File: src/rtl/rfid_frame_parser_pkg.sv
// Shared definitions for the RFID frame parser and its consumers.
//  - Frame delimiters and the "no tag" value carried on rfid_rxd.
//  - Parser FSM state encoding.
//  - Saturating 8-bit increment used for the error counter.
package rfid_frame_parser_pkg;

  localparam logic [7:0] RFID_SOF    = 8'h02;
  localparam logic [7:0] RFID_EOF    = 8'h03;
  localparam logic [7:0] RFID_NO_TAG = 8'h00;

  typedef enum logic [2:0] {
    ST_IDLE = 3'd0,
    ST_LEN  = 3'd1,
    ST_DATA = 3'd2,
    ST_CSUM = 3'd3,
    ST_TAIL = 3'd4
  } rfid_state_e;

  function automatic logic [7:0] sat_inc8(input logic [7:0] v);
    return (v == 8'hFF) ? v : v + 8'd1;
  endfunction

endpackage

File: src/rtl/rfid_timeout_cnt.sv
// Down-counting timeout with terminal-count compare.
//  clr loads the counter; en lets it count down until it sits at zero.
//  expired is high during the LIMIT-th cycle after the clr strobe and stays
//  high until the next clr. Reset leaves the counter at zero (expired).
// Ports:
//  clk      in  system clock
//  rst      in  asynchronous reset, active-low
//  clr      in  restart the timeout
//  en       in  count enable
//  expired  out timeout reached
module rfid_timeout_cnt #(
  parameter int LIMIT = 50_000
) (
  input  logic clk,
  input  logic rst,
  input  logic clr,
  input  logic en,
  output logic expired
);

  localparam int W = $clog2(LIMIT + 1);
  // Loading LIMIT-1 makes the zero compare land exactly LIMIT edges after clr,
  // so the consumer acts on the LIMIT-th edge rather than one later.
  localparam logic [W-1:0] RELOAD = W'(LIMIT - 1);

  logic [W-1:0] r_cnt;

  always_ff @(posedge clk or negedge rst) begin
    if (!rst) begin
      r_cnt <= '0;
    end else if (clr) begin
      r_cnt <= RELOAD;
    end else if (en && (r_cnt != '0)) begin
      r_cnt <= r_cnt - 1'b1;
    end
  end

  assign expired = (r_cnt == '0);

endmodule

File: src/rtl/rfid_frame_parser.sv
// RFID reader frame parser.
//  Frame: 02 | LEN | PAYLOAD[0..LEN-1] | CSUM | 03, CSUM = LEN ^ PAYLOAD[*].
//  Good frames latch payload byte ID_IDX onto rfid_rxd, which is held for
//  HOLD_CYCLES after the last good frame and then returns to 0 (no tag).
// Ports:
//  clk        in   system clock
//  rst        in   asynchronous reset, active-low
//  rx_data    in   8  byte from the UART receiver
//  rx_valid   in   1  strobe, rx_data valid this cycle
//  rfid_rxd   out  8  latched tag ID, 0 = none
//  frame_ok   out  1  pulse, frame accepted
//  frame_err  out  1  pulse, frame aborted (length, checksum, trailer, timeout)
//  err_cnt    out  8  saturating count of frame_err pulses
//
// state   | meaning
// IDLE    | hunting for 02; other bytes are dropped silently
// LEN     | next byte is the payload length (1..MAX_LEN)
// DATA    | collecting payload, folding into checksum, capturing the ID byte
// CSUM    | next byte must equal the running checksum
// TAIL    | next byte must be 03
module rfid_frame_parser
  import rfid_frame_parser_pkg::*;
#(
  parameter int MAX_LEN      = 8,
  parameter int ID_IDX       = 0,
  parameter int BYTE_TIMEOUT = 50_000,
  parameter int HOLD_CYCLES  = 50_000_000
) (
  input  logic       clk,
  input  logic       rst,
  input  logic [7:0] rx_data,
  input  logic       rx_valid,
  output logic [7:0] rfid_rxd,
  output logic       frame_ok,
  output logic       frame_err,
  output logic [7:0] err_cnt
);

  localparam int LW = $clog2(MAX_LEN + 1);
  localparam logic [7:0]    MAX_LEN_B = 8'(MAX_LEN);
  localparam logic [LW-1:0] ID_IDX_L  = LW'(ID_IDX);

  rfid_state_e r_state;
  rfid_state_e w_state_nxt;

  logic [LW-1:0] r_len;
  logic [LW-1:0] r_idx;
  logic [7:0]    r_csum;
  logic [7:0]    r_id_tmp;
  logic [7:0]    r_rfid_rxd;
  logic          r_frame_ok;
  logic          r_frame_err;
  logic [7:0]    r_err_cnt;

  logic w_accept;
  logic w_abort;
  logic w_gap_expired;
  logic w_hold_expired;

  rfid_timeout_cnt #(.LIMIT(BYTE_TIMEOUT)) u_gap_cnt (
    .clk     (clk),
    .rst     (rst),
    .clr     (rx_valid),
    .en      (r_state != ST_IDLE),
    .expired (w_gap_expired)
  );

  rfid_timeout_cnt #(.LIMIT(HOLD_CYCLES)) u_hold_cnt (
    .clk     (clk),
    .rst     (rst),
    .clr     (w_accept),
    .en      (1'b1),
    .expired (w_hold_expired)
  );

  always_ff @(posedge clk or negedge rst) begin
    if (!rst) begin
      r_state <= ST_IDLE;
    end else begin
      r_state <= w_state_nxt;
    end
  end

  always_comb begin
    w_state_nxt = r_state;
    w_accept    = 1'b0;
    w_abort     = 1'b0;
    if (rx_valid) begin
      case (r_state)
        ST_IDLE: begin
          if (rx_data == RFID_SOF) w_state_nxt = ST_LEN;
        end
        ST_LEN: begin
          if ((rx_data == 8'h00) || (rx_data > MAX_LEN_B)) begin
            w_abort     = 1'b1;
            w_state_nxt = ST_IDLE;
          end else begin
            w_state_nxt = ST_DATA;
          end
        end
        ST_DATA: begin
          if (r_idx == (r_len - 1'b1)) w_state_nxt = ST_CSUM;
        end
        ST_CSUM: begin
          if (rx_data != r_csum) begin
            w_abort     = 1'b1;
            w_state_nxt = ST_IDLE;
          end else begin
            w_state_nxt = ST_TAIL;
          end
        end
        ST_TAIL: begin
          if (rx_data == RFID_EOF) w_accept = 1'b1;
          else                     w_abort  = 1'b1;
          w_state_nxt = ST_IDLE;
        end
        default: w_state_nxt = ST_IDLE;
      endcase
    end else if ((r_state != ST_IDLE) && w_gap_expired) begin
      // A byte landing on the expiry cycle takes the branch above instead.
      w_abort     = 1'b1;
      w_state_nxt = ST_IDLE;
    end
  end

  always_ff @(posedge clk or negedge rst) begin
    if (!rst) begin
      r_len       <= '0;
      r_idx       <= '0;
      r_csum      <= 8'h00;
      r_id_tmp    <= 8'h00;
      r_rfid_rxd  <= RFID_NO_TAG;
      r_frame_ok  <= 1'b0;
      r_frame_err <= 1'b0;
      r_err_cnt   <= 8'h00;
    end else begin
      r_frame_ok  <= w_accept;
      r_frame_err <= w_abort;
      if (w_abort) r_err_cnt <= sat_inc8(r_err_cnt);

      // Accept has priority over hold expiry so a fresh ID never blinks to 0.
      if (w_accept)            r_rfid_rxd <= r_id_tmp;
      else if (w_hold_expired) r_rfid_rxd <= RFID_NO_TAG;

      if (rx_valid) begin
        case (r_state)
          ST_LEN: begin
            r_len    <= rx_data[LW-1:0];
            r_csum   <= rx_data;
            r_idx    <= '0;
            // Cleared so a frame shorter than ID_IDX+1 reports no tag.
            r_id_tmp <= 8'h00;
          end
          ST_DATA: begin
            r_csum <= r_csum ^ rx_data;
            if (r_idx == ID_IDX_L) r_id_tmp <= rx_data;
            r_idx <= r_idx + 1'b1;
          end
          default: ;
        endcase
      end
    end
  end

  assign rfid_rxd  = r_rfid_rxd;
  assign frame_ok  = r_frame_ok;
  assign frame_err = r_frame_err;
  assign err_cnt   = r_err_cnt;

endmodule

File: config.mk
export PLATFORM = sky130hd
export DESIGN_NAME = rfid_frame_parser
export DESIGN_NICKNAME = d
export VERILOG_FILES = /design/src/rtl/rfid_frame_parser_pkg.sv /design/src/rtl/rfid_timeout_cnt.sv /design/src/rtl/rfid_frame_parser.sv
export SDC_FILE = /design/constraint.sdc
export NUM_CORES = 1
export LEC_CHECK = 0
export CAP_MARGIN = 20
export CORE_MARGIN = 1
export CORE_UTILIZATION = 30
export CTS_CLUSTER_SIZE = 10
export DETAILED_ROUTE_END_ITERATION = 16
export GPL_TIMING_DRIVEN = 1
export PLACE_DENSITY = 0.45
export SYNTH_ARGS = -nofsm -noshare
export SYNTH_HDL_FRONTEND = slang
export SYNTH_HIERARCHICAL = 1
export SYNTH_SLANG_ARGS = --single-unit
File: constraint.sdc
create_clock -name clk -period 2.76 [get_ports clk]
set_input_delay 0.414 -clock clk [delete_from_list [all_inputs] [get_ports clk]]
set_output_delay 0.414 -clock clk [all_outputs]
set_load 0.01 [all_outputs]
# Word-level counts from Yosys, hierarchy flattened
# Cells that the tools add are included.
# W data, S select, Z words.
[totals]
ff_bits = 87
latch_bits = 0
mem_bits_rw = 0
rom_bits = 0
in_bits = 11
output_inout_bits = 18
elab_cells = 78
memories = 0
[op_classes]
addsub = 5
multipliers = 0
div = 0
n_lt_le_gt_ge = 1
n_eq_ne = 12
shifts = 0
muxes = 26
n_bitwise = 2
n_reduce_logical = 21
[ops]
columns = ["op", "count"]
rows = [
  ["$mux W26", 2],
  ["$mux W16", 2],
  ["$pmux W8 S2", 2],
  ["$logic_not A26 Y1", 1],
  ["$reduce_bool A26 Y1", 1],
  ["$sub A26 B1 Y26 const B", 1],
  ["$mux W8", 3],
  ["$eq A8 B2 Y1 const B", 2],
  ["$logic_not A16 Y1", 1],
  ["$reduce_bool A16 Y1", 1],
  ["$sub A16 B1 Y16 const B", 1],
  ["$mux W3", 5],
  ["$pmux W3 S4", 1],
  ["$reduce_bool A2 Y1", 5],
  ["$add A8 B1 Y8 const B", 1],
  ["$eq A8 B8 Y1 const B", 1],
  ["$gt A8 B4 Y1 const B", 1],
  ["$logic_not A8 Y1", 1],
  ["$mux W1", 8],
  ["$ne A8 B8 Y1", 1],
  ["$pmux W4 S2", 1],
  ["$xor A8 B8 Y8", 1],
  ["$eq A3 B2 Y1 const B", 2],
  ["$ne A3 B3 Y1 const B", 2],
  ["16 further kinds", 20],
]

# Depth between registers and ports, before layout
[depth]
depth_word = 6
ltp_mapped = 10
mapped_depth_nobuf = 9

# Hierarchy
# The synthesis kept the hierarchy.
[modules_own_cells]
columns = ["module", "n_inst", "cells_each", "area_each_um2", "seq_area_each_um2"]
rows = [
  ["rfid_frame_parser", 1, 238, 2294.7, 1126.1],
  ["rfid_timeout_cnt at u_hold_cnt", 1, 148, 1480.2, 650.6],
  ["rfid_timeout_cnt at u_gap_cnt", 1, 96, 964.7, 400.4],
]

# Least setup slack after synthesis
# OpenSTA, ideal clock, no wires.
[synth_path]
path_type = "reg2reg"
startpoint = "register u_gap_cnt.r_cnt[0]"
endpoint = "register r_err_cnt[1], in the netlist err_cnt[1]"
setup_time_ns = 0.128
arrival_time_ns = 2.424
required_time_ns = 2.632
setup_slack_ns = 0.209
stages_incl_launch_ff = 10
n_path_buf = 1
synth_period_minus_slack_ns = 2.551
path_cell_list = "dfrtp_1 > inv_1 > ha_1 > or3b_2 > nor4_4 > buf_6 > a21oi_1 > a31o_2 > a21oi_4 > mux2_1"
[synth_between]
elab_chain_cells = 5
[synth_rtl]
columns = ["item", "line", "source"]
rows = [
  ["from (decl)", "rfid_timeout_cnt.sv:26", "logic [W-1:0] r_cnt;"],
  ["from (signal assigned)", "rfid_timeout_cnt.sv:34", "r_cnt <= r_cnt - 1'b1;"],
  ["$logic_not A16 Y1", "rfid_timeout_cnt.sv:38", "assign expired = (r_cnt == '0);"],
  ["via w_gap_expired", "rfid_frame_parser.sv:57", "logic w_gap_expired;"],
  ["$logic_and A1 B1 Y1", "rfid_frame_parser.sv:119", "end else if ((r_state != ST_IDLE) && w_gap_expired) begin"],
  ["$mux W1", "rfid_frame_parser.sv:119", ""],
  ["$mux W1", "rfid_frame_parser.sv:88", "if (rx_valid) begin"],
  ["$reduce_and A2 Y1 (no source line)", "n/a", ""],
  ["to (signal assigned)", "rfid_frame_parser.sv:139", "if (w_abort) r_err_cnt <= sat_inc8(r_err_cnt);"],
  ["to (decl)", "rfid_frame_parser.sv:53", "logic [7:0] r_err_cnt;"],
]
# The timed path passes the listed nets, and every way through them passes these cells.
# A chain may end at the register's enable or synchronous reset.

# Worst setup path in the final report
[layout_path]
startpoint = "register u_hold_cnt.r_cnt[0]"
endpoint = "register u_hold_cnt.r_cnt[13]"
[layout_between]
elab_chain_cells = 3
word_cells_on_any_way = 5
classes_between = "1 x add/sub; 2 x mux; 2 x reduce/logical"
[layout_rtl]
columns = ["item", "line", "source"]
rows = [
  ["from (decl)", "rfid_timeout_cnt.sv:26", ""],
  ["from (signal assigned)", "rfid_timeout_cnt.sv:34", ""],
  ["$sub A26 B1 Y26", "rfid_timeout_cnt.sv:34", ""],
  ["$mux W26", "rfid_timeout_cnt.sv:33", "end else if (en && (r_cnt != '0)) begin"],
  ["$mux W26", "rfid_timeout_cnt.sv:31", "end else if (clr) begin"],
]
# Parallel ways exist; a longest one is shown, timed or not. The select of a mux whose other input is x is not followed.

==> impl_metrics.py <==
metrics = {
    "outcome": {
        "status": "finished clean",
    },
    "timing": {
        "timing.fmax_ghz": 0.4005,
        "timing.final.crit_share": 0.9046,
        "fin_skew_ns": 0.006487,
        "setup_viol": 0,
        "worstMarginPinSlew_ns": 0.6611,
        "layout_setup_ws_ns": 0.2633,
        "slew_viol_final": 0,
        "finalHoldViolations": 0,
        "hold_ws_ns": 0.02242,
        "finalCriticalPeriod_ns": 2.497,
        "fin_setup_tns_ns": 0,
        "rsz0062_at_grt": "no",
        "slew_headroom": 0.5552,
    },
    "routing": {
        "drt_iter0_markers": 117,
        "num_vias": 3668,
        "drt_first_pass_iters": 4,
        "drc": 0,
        "drt-total-wl_um": 10560,
        "via_per_inst": 4.957,
        "postRouteAntennaNets": 0,
        "wl_per_cell_um": 14.27,
    },
    "floorplanning": {
        "die_area_mm2": 0.01630,
        "core-area_mm2": 0.01531,
        "rows": 45,
        "start_util": 0.3095,
        "die-height_um": 127.7,
        "dieWidth_um": 127.7,
        "io_pins": 29,
    },
    "synth": {
        "synthDistinctLibCells": 69,
        "synth_ff_type": "dfrtp_1",
        "synth_cells": 482,
        "synth_edf_count": 0,
        "ys_seq_elements": 87,
        "ys_warn_count": 6,
        "postSynthAreaPerCell_um2": 9.833,
        "synth_seq_area_share": 0.4593,
        "synthArstFlopShare": 1.000,
        "syn_area_mm2": 0.004740,
    },
    "clock_tree": {
        "holdBufCountCts": 0,
        "cts_root_buffer": "clkbuf_16",
        "cts_max_level": 3,
        "cts_buffer_depth": 2,
        "cts_tree": "yes",
        "clk_latency_ns": 0.34,
        "cts.sinks": 87,
        "clkTransAtPathRegs_ns": 0.06,
        "cts_inserted_buffers": 9,
        "postCtsSetupRepairBufs": 0,
        "post_cts_resized": 0,
    },
    "place": {
        "dp_hpwl_um": 7472,
        "finalWeightedCongestion": 0.7648,
        "dp_cells": 724,
        "io_buffers": 28,
        "placed_area_mm2": 0.005355,
        "place_ws_ns": 0.2211,
    },
    "worst_hold_path": {
        "hp-class": "in2async",
    },
    "global_route": {
        "grt_max_degree": 54,
        "grt_pass1_wl_um": 18460,
        "antenna_found_initial": 0,
        "grt_overflow_total": 0,
        "grt_usage": 0.1438,
        "grt_pass1_vias": 3729,
    },
    "setup_path": {
        "arrival_ns": 2.72,
        "worstSetupEndpointType": "flip-flop",
        "worstPathRequired_ns": 2.99,
        "critical_path_class": "reg2reg",
        "critPathLaunch": "u_hold_cnt/r_cnt[0]$_DFFE_PN0P_",
        "timing.rr.start": "u_hold_cnt/r_cnt[0]$_DFFE_PN0P_",
        "crit_fanout": 7,
        "startpoint_type": "flip-flop",
    },
    "cells_and_area": {
        "finalInstanceArea_mm2": 0.005632,
        "syn_to_final_growth_pct": 18.82,
        "fin_nets": 541,
        "drive_gt1_frac": 0.1493,
        "final_cells": 740,
        "diodes": 0,
        "num-fill-cells": 1605,
    },
    "pwr": {
        "p_leak_uw": 0.002274,
        "p_per_area_mw_per_mm2": 766.6,
        "peakVddDrop_mv": 0.4257,
    },
    "flow_run": {
        "cap_violations": 0,
    },
}
## layout make-up
cell class	instances	area, um2	share of cell area
Tap cell	211	264.0	0.04688
Multi-Input combinational cell	363	2410	0.4279
Clock inverter	4	20.02	0.003555
Timing Repair Buffer	50	455.4	0.08087
Clock buffer	12	256.5	0.04555
Sequential cell	87	2177	0.3866
Inverter	13	48.80	0.008665
## flip-flops by register name, summed over array words and instances (netlist names), 4 cells and up
name / flops
err_cnt: 8
rfid_rxd: 8
r_id_tmp: 8
r_len: 4
u_hold_cnt/r_cnt: 26
r_idx: 4
u_gap_cnt/r_cnt: 16
r_csum: 8
## critical path, stage by stage (launching register included)
cell and delay, ns:
dfrtp_1 0.39, inv_1 0.09, ha_1 0.16, or4b_1 0.46
or3_1 0.53, o2111ai_1 0.33, buf_4 0.20, xor2_1 0.15
nand2_1 0.07
## per-layer routing
layer,track usage,vias up,share of wire
li1,-,1848,-
met1,0.1769,1775,0.48
met2,0.2440,32,0.47
met3,0.03965,13,0.027
met4,0.04637,0,0.020
met5,0,-,0
## logic make-up (layout without fill, tap and decap cells)
group                      Yosys count  after routing  share of synthesized area
AOI/OAI and AO/OA                  100            100                     0.1463
xor gates and xnor gates            29             29                    0.05359
adders and majority gates            6              6                    0.01584
buffers and inverters               36             79                    0.03670
DFF                                 87             87                     0.4593
muxes                                9              9                    0.02033
other                                1              5                  0.0007912
and+or+nand+nor                    214            214                     0.2672
## cells in the final DEF (no fill, tap or decap), types with 13 or more instances in the layout
cell              n
a21oi_1          29
o21ai_0          28
or3_1            17
nand2_1          37
nor2_1           25
clkdlybuf4s50_1  27
dfrtp_1          87
buf_4            22
xnor2_1          24
or4_1            14
inv_1            13
nand3_1          31
## per-stage QoR
stage	utilization	power, uW
floorplan	-	2715
global placement	0.3497	3173
detailed placement	0.3497	3203
CTS	0.3677	4392
global route	0.3677	4633
finish	0.3677	4317
## worst paths after layout
kind / end / slack [ns] / depth (start not counted)
min reg2reg: rfid_rxd[2]$_DFFE_PN0P_ / 0.49 / 2
min: u_hold_cnt/r_cnt[21]$_DFFE_PN0P_ / 0.02 / 1
max in group asynchronous: r_idx[3]$_DFFE_PN0P_ / 2.07 / 2
max reg2reg: u_hold_cnt/r_cnt[13]$_DFFE_PN0P_ / 0.26 / 8
max: u_hold_cnt/r_cnt[13]$_DFFE_PN0P_ / 0.26 / 8
min in group clk: rfid_rxd[2]$_DFFE_PN0P_ / 0.49 / 2
## cells in the mapped netlist (5+ instances only)
cell	n	area, um2
clkbuf_1	14	52.55
nor2_1	25	93.84
o21ai_0	28	140.1
nand4_1	11	68.82
ha_1	6	75.07
inv_1	13	48.80
or4_1	14	105.1
or2_2	8	50.05
xor2_1	5	43.79
nor3_1	9	45.04
o31ai_1	12	90.09
nand2_1	37	138.9
nand2b_1	12	75.07
and3_1	5	31.28
xnor2_1	24	210.2
o21ai_1	8	40.04
nand3_1	31	155.2
or3_1	17	106.4
a21oi_1	29	145.1
dfrtp_1	87	2177
nor4_1	8	50.05
## where the power goes
part | switching (uW) | internal (uW)
logic | 636 | 633
clock network | 499 | 654
registers | 314 | 1580
total | 1450 | 2870
Power figures use the tool's default switching activity.
